## src/rtl/updn_counter_pkg.sv

```systemverilog
// updn_counter_pkg: shared types and helpers for the parametrised up/down counter.
//   cnt_op_e  - per-edge operation chosen by the priority decoder
//   decode_op - clr > ld_cnt > count_enb (up/down) > hold
//   DEFAULT_WIDTH - default counter width
package updn_counter_pkg;

  localparam int unsigned DEFAULT_WIDTH = 16;

  typedef enum logic [2:0] {
    OP_HOLD,
    OP_CLR,
    OP_LOAD,
    OP_UP,
    OP_DOWN
  } cnt_op_e;

  function automatic cnt_op_e decode_op(input logic clr, input logic ld_cnt,
                                        input logic count_enb, input logic updn_cnt);
    cnt_op_e op;
    if (clr)            op = OP_CLR;
    else if (ld_cnt)    op = OP_LOAD;
    else if (count_enb) op = updn_cnt ? OP_UP : OP_DOWN;
    else                op = OP_HOLD;
    return op;
  endfunction

endpackage

```

## src/rtl/updn_counter_chk.sv

```systemverilog
// updn_counter_chk: embedded SVA checker for updn_counter_p. Exists only when
// UPDN_COUNTER_ASSERT_EN is defined; otherwise this file contributes no logic.
// Ports: every updn_counter_p port, all as inputs (clk, rst_, clr, ld_cnt, data_in,
//   count_enb, updn_cnt, clr_flags, data_out, tc, ovf, unf).
// Failures are reported with $display and the simulation time.
`ifdef UPDN_COUNTER_ASSERT_EN
module updn_counter_chk
  import updn_counter_pkg::*;
#(
  parameter int unsigned     WIDTH    = DEFAULT_WIDTH,
  parameter longint unsigned MAX_VAL  = (64'd1 << WIDTH) - 64'd1,
  parameter bit              SATURATE = 1'b0
) (
  input logic             clk,
  input logic             rst_,
  input logic             clr,
  input logic             ld_cnt,
  input logic [WIDTH-1:0] data_in,
  input logic             count_enb,
  input logic             updn_cnt,
  input logic             clr_flags,
  input logic [WIDTH-1:0] data_out,
  input logic             tc,
  input logic             ovf,
  input logic             unf
);

  localparam logic [WIDTH-1:0] MaxCnt = MAX_VAL[WIDTH-1:0];
  localparam logic [WIDTH-1:0] One    = {{(WIDTH-1){1'b0}}, 1'b1};

  cnt_op_e w_op;
  logic    w_top_evt;
  logic    w_bot_evt;

  assign w_op      = decode_op(clr, ld_cnt, count_enb, updn_cnt);
  assign w_top_evt = (w_op == OP_UP) && (data_out == MaxCnt);
  assign w_bot_evt = (w_op == OP_DOWN) && (data_out == '0);

  a_rst: assert property (@(posedge clk) !rst_ |-> data_out == '0)
    else $display("%0t: updn_counter_chk a_rst failed", $time);
  c_rst: cover property (@(posedge clk) !rst_);

  a_hold: assert property (@(posedge clk) disable iff (!rst_)
    w_op == OP_HOLD |=> data_out == $past(data_out))
    else $display("%0t: updn_counter_chk a_hold failed", $time);
  c_hold: cover property (@(posedge clk) disable iff (!rst_) w_op == OP_HOLD);

  a_clr: assert property (@(posedge clk) disable iff (!rst_)
    w_op == OP_CLR |=> data_out == '0 && !tc)
    else $display("%0t: updn_counter_chk a_clr failed", $time);
  c_clr: cover property (@(posedge clk) disable iff (!rst_) w_op == OP_CLR);

  a_up: assert property (@(posedge clk) disable iff (!rst_)
    (w_op == OP_UP && data_out != MaxCnt) |=> data_out == $past(data_out) + One)
    else $display("%0t: updn_counter_chk a_up failed", $time);
  c_up: cover property (@(posedge clk) disable iff (!rst_) w_op == OP_UP && !w_top_evt);

  a_down: assert property (@(posedge clk) disable iff (!rst_)
    (w_op == OP_DOWN && data_out != '0) |=> data_out == $past(data_out) - One)
    else $display("%0t: updn_counter_chk a_down failed", $time);
  c_down: cover property (@(posedge clk) disable iff (!rst_) w_op == OP_DOWN && !w_bot_evt);

  a_load: assert property (@(posedge clk) disable iff (!rst_)
    w_op == OP_LOAD |=>
      data_out == (($past(data_in) > MaxCnt) ? MaxCnt : $past(data_in)))
    else $display("%0t: updn_counter_chk a_load failed", $time);
  c_load: cover property (@(posedge clk) disable iff (!rst_) w_op == OP_LOAD);

  a_top: assert property (@(posedge clk) disable iff (!rst_)
    w_top_evt |=> data_out == (SATURATE ? MaxCnt : '0) && tc && ovf)
    else $display("%0t: updn_counter_chk a_top failed", $time);
  c_top: cover property (@(posedge clk) disable iff (!rst_) w_top_evt);

  a_bot: assert property (@(posedge clk) disable iff (!rst_)
    w_bot_evt |=> data_out == (SATURATE ? '0 : MaxCnt) && tc && unf)
    else $display("%0t: updn_counter_chk a_bot failed", $time);
  c_bot: cover property (@(posedge clk) disable iff (!rst_) w_bot_evt);

  a_tc_only_evt: assert property (@(posedge clk) disable iff (!rst_)
    !(w_top_evt || w_bot_evt) |=> !tc)
    else $display("%0t: updn_counter_chk a_tc_only_evt failed", $time);
  c_tc_only_evt: cover property (@(posedge clk) disable iff (!rst_) tc ##1 !tc);

  a_ovf_sticky: assert property (@(posedge clk) disable iff (!rst_)
    (ovf && !clr_flags) |=> ovf)
    else $display("%0t: updn_counter_chk a_ovf_sticky failed", $time);
  c_ovf_sticky: cover property (@(posedge clk) disable iff (!rst_) ovf && !clr_flags);

  a_unf_sticky: assert property (@(posedge clk) disable iff (!rst_)
    (unf && !clr_flags) |=> unf)
    else $display("%0t: updn_counter_chk a_unf_sticky failed", $time);
  c_unf_sticky: cover property (@(posedge clk) disable iff (!rst_) unf && !clr_flags);

endmodule
`endif

```

## src/rtl/updn_counter_p.sv

```systemverilog
// updn_counter_p: parametrised up/down counter with load, synchronous clear, modulo
// limit MAX_VAL, wrap or saturate at the boundaries, terminal-count pulse and sticky
// overflow/underflow flags.
// Ports: clk, rst_ (async active-low), clr, ld_cnt, data_in, count_enb, updn_cnt,
//   clr_flags -> data_out (count), tc (boundary pulse), ovf, unf (sticky flags).
// Optional: define UPDN_COUNTER_ASSERT_EN to bind in the updn_counter_chk checker.
module updn_counter_p
  import updn_counter_pkg::*;
#(
  parameter int unsigned     WIDTH    = DEFAULT_WIDTH,
  parameter longint unsigned MAX_VAL  = (64'd1 << WIDTH) - 64'd1,
  parameter bit              SATURATE = 1'b0
) (
  input  logic             clk,
  input  logic             rst_,
  input  logic             clr,
  input  logic             ld_cnt,
  input  logic [WIDTH-1:0] data_in,
  input  logic             count_enb,
  input  logic             updn_cnt,
  input  logic             clr_flags,
  output logic [WIDTH-1:0] data_out,
  output logic             tc,
  output logic             ovf,
  output logic             unf
);

  if (WIDTH < 2 || WIDTH > 32) begin : g_bad_width
    $error("updn_counter_p: WIDTH must lie in 2..32");
  end
  if (MAX_VAL >= (64'd1 << WIDTH)) begin : g_bad_max
    $error("updn_counter_p: MAX_VAL must be below 2**WIDTH");
  end

  localparam logic [WIDTH-1:0] MaxCnt = MAX_VAL[WIDTH-1:0];
  localparam logic [WIDTH-1:0] One    = {{(WIDTH-1){1'b0}}, 1'b1};

  logic [WIDTH-1:0] r_cnt;
  logic             r_tc;
  logic             r_ovf;
  logic             r_unf;

  cnt_op_e          w_op;
  logic [WIDTH-1:0] w_cnt_d;
  logic             w_tc_d;
  logic             w_ovf_d;
  logic             w_unf_d;

  assign w_op = decode_op(clr, ld_cnt, count_enb, updn_cnt);

  always_comb begin
    w_cnt_d = r_cnt;
    w_tc_d  = 1'b0;
    // A boundary event below overrides a simultaneous clr_flags.
    w_ovf_d = r_ovf & ~clr_flags;
    w_unf_d = r_unf & ~clr_flags;
    unique case (w_op)
      OP_CLR:  w_cnt_d = '0;
      OP_LOAD: w_cnt_d = (data_in > MaxCnt) ? MaxCnt : data_in;
      OP_UP: begin
        if (r_cnt == MaxCnt) begin
          w_cnt_d = SATURATE ? MaxCnt : '0;
          w_tc_d  = 1'b1;
          w_ovf_d = 1'b1;
        end else begin
          w_cnt_d = r_cnt + One;
        end
      end
      OP_DOWN: begin
        if (r_cnt == '0) begin
          w_cnt_d = SATURATE ? '0 : MaxCnt;
          w_tc_d  = 1'b1;
          w_unf_d = 1'b1;
        end else begin
          w_cnt_d = r_cnt - One;
        end
      end
      default: w_cnt_d = r_cnt;
    endcase
  end

  always_ff @(posedge clk or negedge rst_) begin
    if (!rst_) begin
      r_cnt <= '0;
      r_tc  <= 1'b0;
      r_ovf <= 1'b0;
      r_unf <= 1'b0;
    end else begin
      r_cnt <= w_cnt_d;
      r_tc  <= w_tc_d;
      r_ovf <= w_ovf_d;
      r_unf <= w_unf_d;
    end
  end

  assign data_out = r_cnt;
  assign tc       = r_tc;
  assign ovf      = r_ovf;
  assign unf      = r_unf;

`ifdef UPDN_COUNTER_ASSERT_EN
  updn_counter_chk #(
    .WIDTH    (WIDTH),
    .MAX_VAL  (MAX_VAL),
    .SATURATE (SATURATE)
  ) u_chk (
    .clk       (clk),
    .rst_      (rst_),
    .clr       (clr),
    .ld_cnt    (ld_cnt),
    .data_in   (data_in),
    .count_enb (count_enb),
    .updn_cnt  (updn_cnt),
    .clr_flags (clr_flags),
    .data_out  (data_out),
    .tc        (tc),
    .ovf       (ovf),
    .unf       (unf)
  );
`endif

endmodule
```

## config.mk

```make
export PLATFORM = sky130hd
export DESIGN_NAME = updn_counter_p
export DESIGN_NICKNAME = d
export VERILOG_FILES = /design/src/rtl/updn_counter_pkg.sv /design/src/rtl/updn_counter_chk.sv /design/src/rtl/updn_counter_p.sv
export SDC_FILE = /design/constraint.sdc
export NUM_CORES = 1
export LEC_CHECK = 0
export CAP_MARGIN = 20
export CORE_ASPECT_RATIO = 0.6
export CORE_UTILIZATION = 53
export CTS_CLUSTER_SIZE = 24
export DETAILED_ROUTE_END_ITERATION = 8
export PLACE_DENSITY = 0.85
export SYNTH_ARGS = -nofsm -noshare
export SYNTH_HDL_FRONTEND = slang
export SYNTH_SLANG_ARGS = --single-unit
export TNS_END_PERCENT = 20
```

## constraint.sdc

```tcl
create_clock -name clk -period 5.7 [get_ports clk]
set_input_delay 1.14 -clock clk [delete_from_list [all_inputs] [get_ports clk]]
set_output_delay 1.14 -clock clk [all_outputs]
set_load 0.03 [all_outputs]
```

Word-level counts from Yosys, hierarchy flattened. Cells that the tools add are included. Widths: inputs -> output; s select.

Input port bits: 23. Flip-flop bits (word level): 19. Memories kept: 0. Word-level logic and storage cells: 32. Memory bits (writable): 0. Output and inout bits: 19. Bits in latches: 0. Bits in read-only memories: 0.

$add $sub $neg: 2. Mux-type cells: 15. Equal/unequal tests: 5. Multipliers: 0. Magnitude comparators: 1. Reduce and logical (&&, ||, !) cells: 2. Shift operators: 0. Divide/modulo/power cells: 0. Bitwise gates (word level): 3.

Operators by type and width (number): $pmux 16 s4 (1); $mux 16 (3); $add 16x1->16 const B (1); $eq 16x16->1 const B (1); $gt 16x16->1 const B (1); $logic_not 16->1 (1); $sub 16x1->16 const B (1); $mux 3 (4); $eq 3x2->1 const B (2); $mux 1 (6); $reduce_bool 4->1 (1); $eq 3x1->1 const B (1); $eq 3x3->1 const B (1); $and 1x1->1 (2); $pmux 1 s2 (1); $not 1->1 (1).

Logic depth before layout (Yosys ltp).
Depth after elaboration: 6. Mapped depth: 8. Depth with buffers taken out: 8.

Worst setup path after synthesis. No wires, ideal clock.

Kind: reg-to-reg. Start: register r_cnt[10], in the netlist data_out[10]. End: register r_cnt[5], in the netlist data_out[5]. Buffers on the path: 2. Data required time: 5.636 ns. Stages on the path, launching flop included: 9. Data arrival time: 2.585 ns. Clock period less this slack: 2.649 ns. Setup slack: 3.051 ns. Cell sequence: dfrtp_1 -> buf_6 -> or4_4 -> or4_4 -> or3_4 -> or2_4 -> buf_6 -> o311ai_4 -> a21o_1.

Word-level cells in the longest chain between the ends: 3.

RTL lines: start: declaration (RTL line updn_counter_p.sv:38) `logic [WIDTH-1:0] r_cnt;`; start signal: assignment (RTL line updn_counter_p.sv:89) `r_cnt <= w_cnt_d;`; $eq 16x16->1 or $logic_not 16->1 (tied branches) (RTL line updn_counter_p.sv:61, updn_counter_p.sv:70); $mux 16, on equally long branches (RTL line updn_counter_p.sv:61, updn_counter_p.sv:70); $pmux 16 s4 * (RTL line updn_counter_p.sv:57) `unique case (w_op)`.

Every way passes the cells marked *; elsewhere a longest branch is shown, timed or not. A chain may end at the register's enable or synchronous reset.

Worst setup path in the final report.
Start: input ld_cnt. End: register r_cnt[0], in the netlist data_out[0].

Word-level cells in the longest chain between the ends: 4.

RTL lines: start: declaration (RTL line updn_counter_p.sv:17) `input logic ld_cnt,`; $mux 3 * (RTL line updn_counter_pkg.sv:21) `else if (ld_cnt) op = OP_LOAD;`; $mux 3 * (RTL line updn_counter_pkg.sv:20) `if (clr) op = OP_CLR;`; $eq 3x3->1, or another cell as far along (RTL line updn_counter_p.sv:57); $pmux 16 s4 or $reduce_bool 4->1 (tied branches).

Marked as above.

==> flow_summary.toml <==
[placed_design]
port_buffers = 41
dp.cells = 270
dpl_cell_area_um2 = 1990
routabilityCongestion = 0.962
place_ws_ns = 2.18
dpl.hpwl_um = 3090

[detailed_routing]
num_vias = 1687
via_per_inst = 6.16
drt-initial-drc-count = 134
totalWireLength_um = 4400
drt_pass1_iterations = 4
ant_nets = 0
wire_per_inst_um = 16.1
drc = 0

[cells_and_area]
fin_cells = 274
antenna_cells = 0
area_growth_pct = 22.6
fillCellCount = 270
multi_input_area_um2 = 1030
final_area_um2 = 2040
utilization_pct = 69.7
drive_gt1_share_pct = 7.33
finalNetCount = 259
register_area_um2 = 475

[logic_synthesis]
synth_cell_type_count = 49
synth_fp_nets = 231
ys_seq_elements = 19
yosysSeqAreaShare_pct = 28.6
avgSynthCellArea_um2 = 8.11
synthFlopType = "dfrtp_1"
synth_area_leader_cell = "dfrtp_1"
yosys-top-cells-area = "dfrtp_1, a21oi_1, o21ai_0"
yosys_warnings = 0
synth_enable_flop_cells = 0
synth.most_common_cell = "a21oi_1"
syn_inst = 205
synthTopCellsByCount = "a21oi_1, dfrtp_1, nand2_1, o21ai_0, nor2_1"
synth.top_cell.area_share_pct = 28.6
synthArstFlopShare_pct = 100
netlist_area_um2 = 1660

[min_path]
whs_endpoint = "unf"
min_from = "unf"
min_path_type = "reg -> reg"
whs_path_depth = 2

[pwr]
finalPower_mw = 0.490
peakVddDrop_mv = 0.139
p_leak_nw = 0.773
power.density_nw_per_um2 = 240

[sta]
fmax_mhz = 301
setup_viol = 0
setup_tns_ns = 0
setup_ws_ns = 2.37
rsz0062_at_grt = "false"
hold_viol_final = 0
worst_pin_slew_ns = 0.876
slew_headroom_pct = 41.4
hold_ws_ns = 0.542
slew_viol_final = 0
finClkSkew_ns = 0.00319
layout_min_cycle_time_ns = 3.33
fin_crit_sh_pct = 58.4

[worst_setup_path]
cp_max_fo = 20
arrival_ns = 3.53
start_kind = "input pin"
cp-end-kind = "flip-flop"
required_ns = 5.90
critical_path_class = "in -> reg"
reg2reg_slack_ns = 3.02
reg2reg_to = "data_out[0]"
r2r_cells = 6
r2r-start = "data_out[10]"

[clock_network]
root_buffer = "clkbuf_8"
cts_max_path_buffers = 2
worstSkewPairLatency_ns = 0.26
cts_resized = 0
cts_tree = "yes"
path_clk_slew_ns = 0.08
postCtsHoldBufs = 0
cts_setup_buffers = 0
clkSinkCount = 19
numCtsBuffers = 3
htree_levels = 1

[grt]
grtUsageTotal_pct = 27.2
antenna_found_initial = 0
grt_pass1_wl_um = 6740
grt_max_degree = 21
overflow = 0
grt_pass1_vias = 1353

[run_status]
status = "completed"

[floorplan]
dieArea_um2 = 3370
start_util_pct = 56.8
io_pins = 42
die_h_um = 45.4
die_width_um = 74.3
core.rowCount = 15
core_area_um2 = 2930

[job]
drv_cap = 0
-- power by group --
group	internal [mW]	total [mW]	switching, mW
combinational	0.0955	0.206	0.111
clock	0.0487	0.0969	0.0482
sequential	0.150	0.187	0.0367
-- cell type report --
cell class	count	share of cell area [%]
inverter	7	1.29
clock buffer	3	2.02
clock inverter	1	0.245
multi-input combinational	161	50.4
tap	42	2.58
timing repair buffer	41	20.1
sequential	19	23.3
-- cells in the final DEF (no fill, tap or decap), drive strengths merged, types with 2 or more instances in the layout --
master / Yosys / routed
clkdlybuf4s50: 0 / 41
a21oi: 22 / 22
dfrtp: 19 / 19
nand2: 17 / 17
o21ai: 15 / 15
nor2: 11 / 11
nand3: 10 / 10
nor4: 9 / 9
xnor2: 8 / 8
nor3b: 8 / 8
inv: 7 / 7
nor3: 7 / 7
or4: 5 / 5
nand4: 4 / 4
xor2: 4 / 4
o22ai: 4 / 4
or3: 4 / 4
o221ai: 3 / 3
ha: 3 / 3
clkbuf: 10 / 3
and3: 3 / 3
a21o: 3 / 3
o41ai: 2 / 2
o2111ai: 2 / 2
or2: 2 / 2
-- worst max-delay path, stage by stage --
cell	delay (ns)
clkdlybuf4s50_1	0.76
nor2_1	0.32
nand3_1	0.49
or2_4	0.53
a31oi_1	0.19
a21o_1	0.10
-- state kept, by name, summed over array words and instances (netlist names) --
name      cells
data_out     16
ovf           1
tc            1
unf           1
-- cell families after synthesis --
logic type	count (synthesis)	synth area share, %
adder cells (fa/ha/maj)	3	2.26
XOR/XNOR	12	6.32
AND/OR/NAND/NOR	85	29.3
AO/OA/AOI/OAI	59	22.7
multiplexers	2	1.28
buffers and inverters	25	9.56
flip-flops	19	28.6
-- worst max-delay path by stage --
stage | from | end | cells after the start
after floorplan | data_out[10] | data_out[5] | 8
after global placement | ld_cnt | data_out[0] | 6
after detailed placement | ld_cnt | data_out[0] | 6
after CTS | ld_cnt | data_out[0] | 6
after global routing | ld_cnt | data_out[5] | 7
final | ld_cnt | data_out[0] | 6
-- per-layer routing --
layer | global-route usage [%] | up-vias | wire [um]
li1 | - | 820 | -
met2 | 39.8 | 101 | 1860
met3 | 7.30 | 0 | 508
met4 | 2.64 | 0 | 0
met1 | 41.4 | 766 | 2040
met5 | 0 | - | 0
No activity file was read; power rests on OpenSTA's default activity.
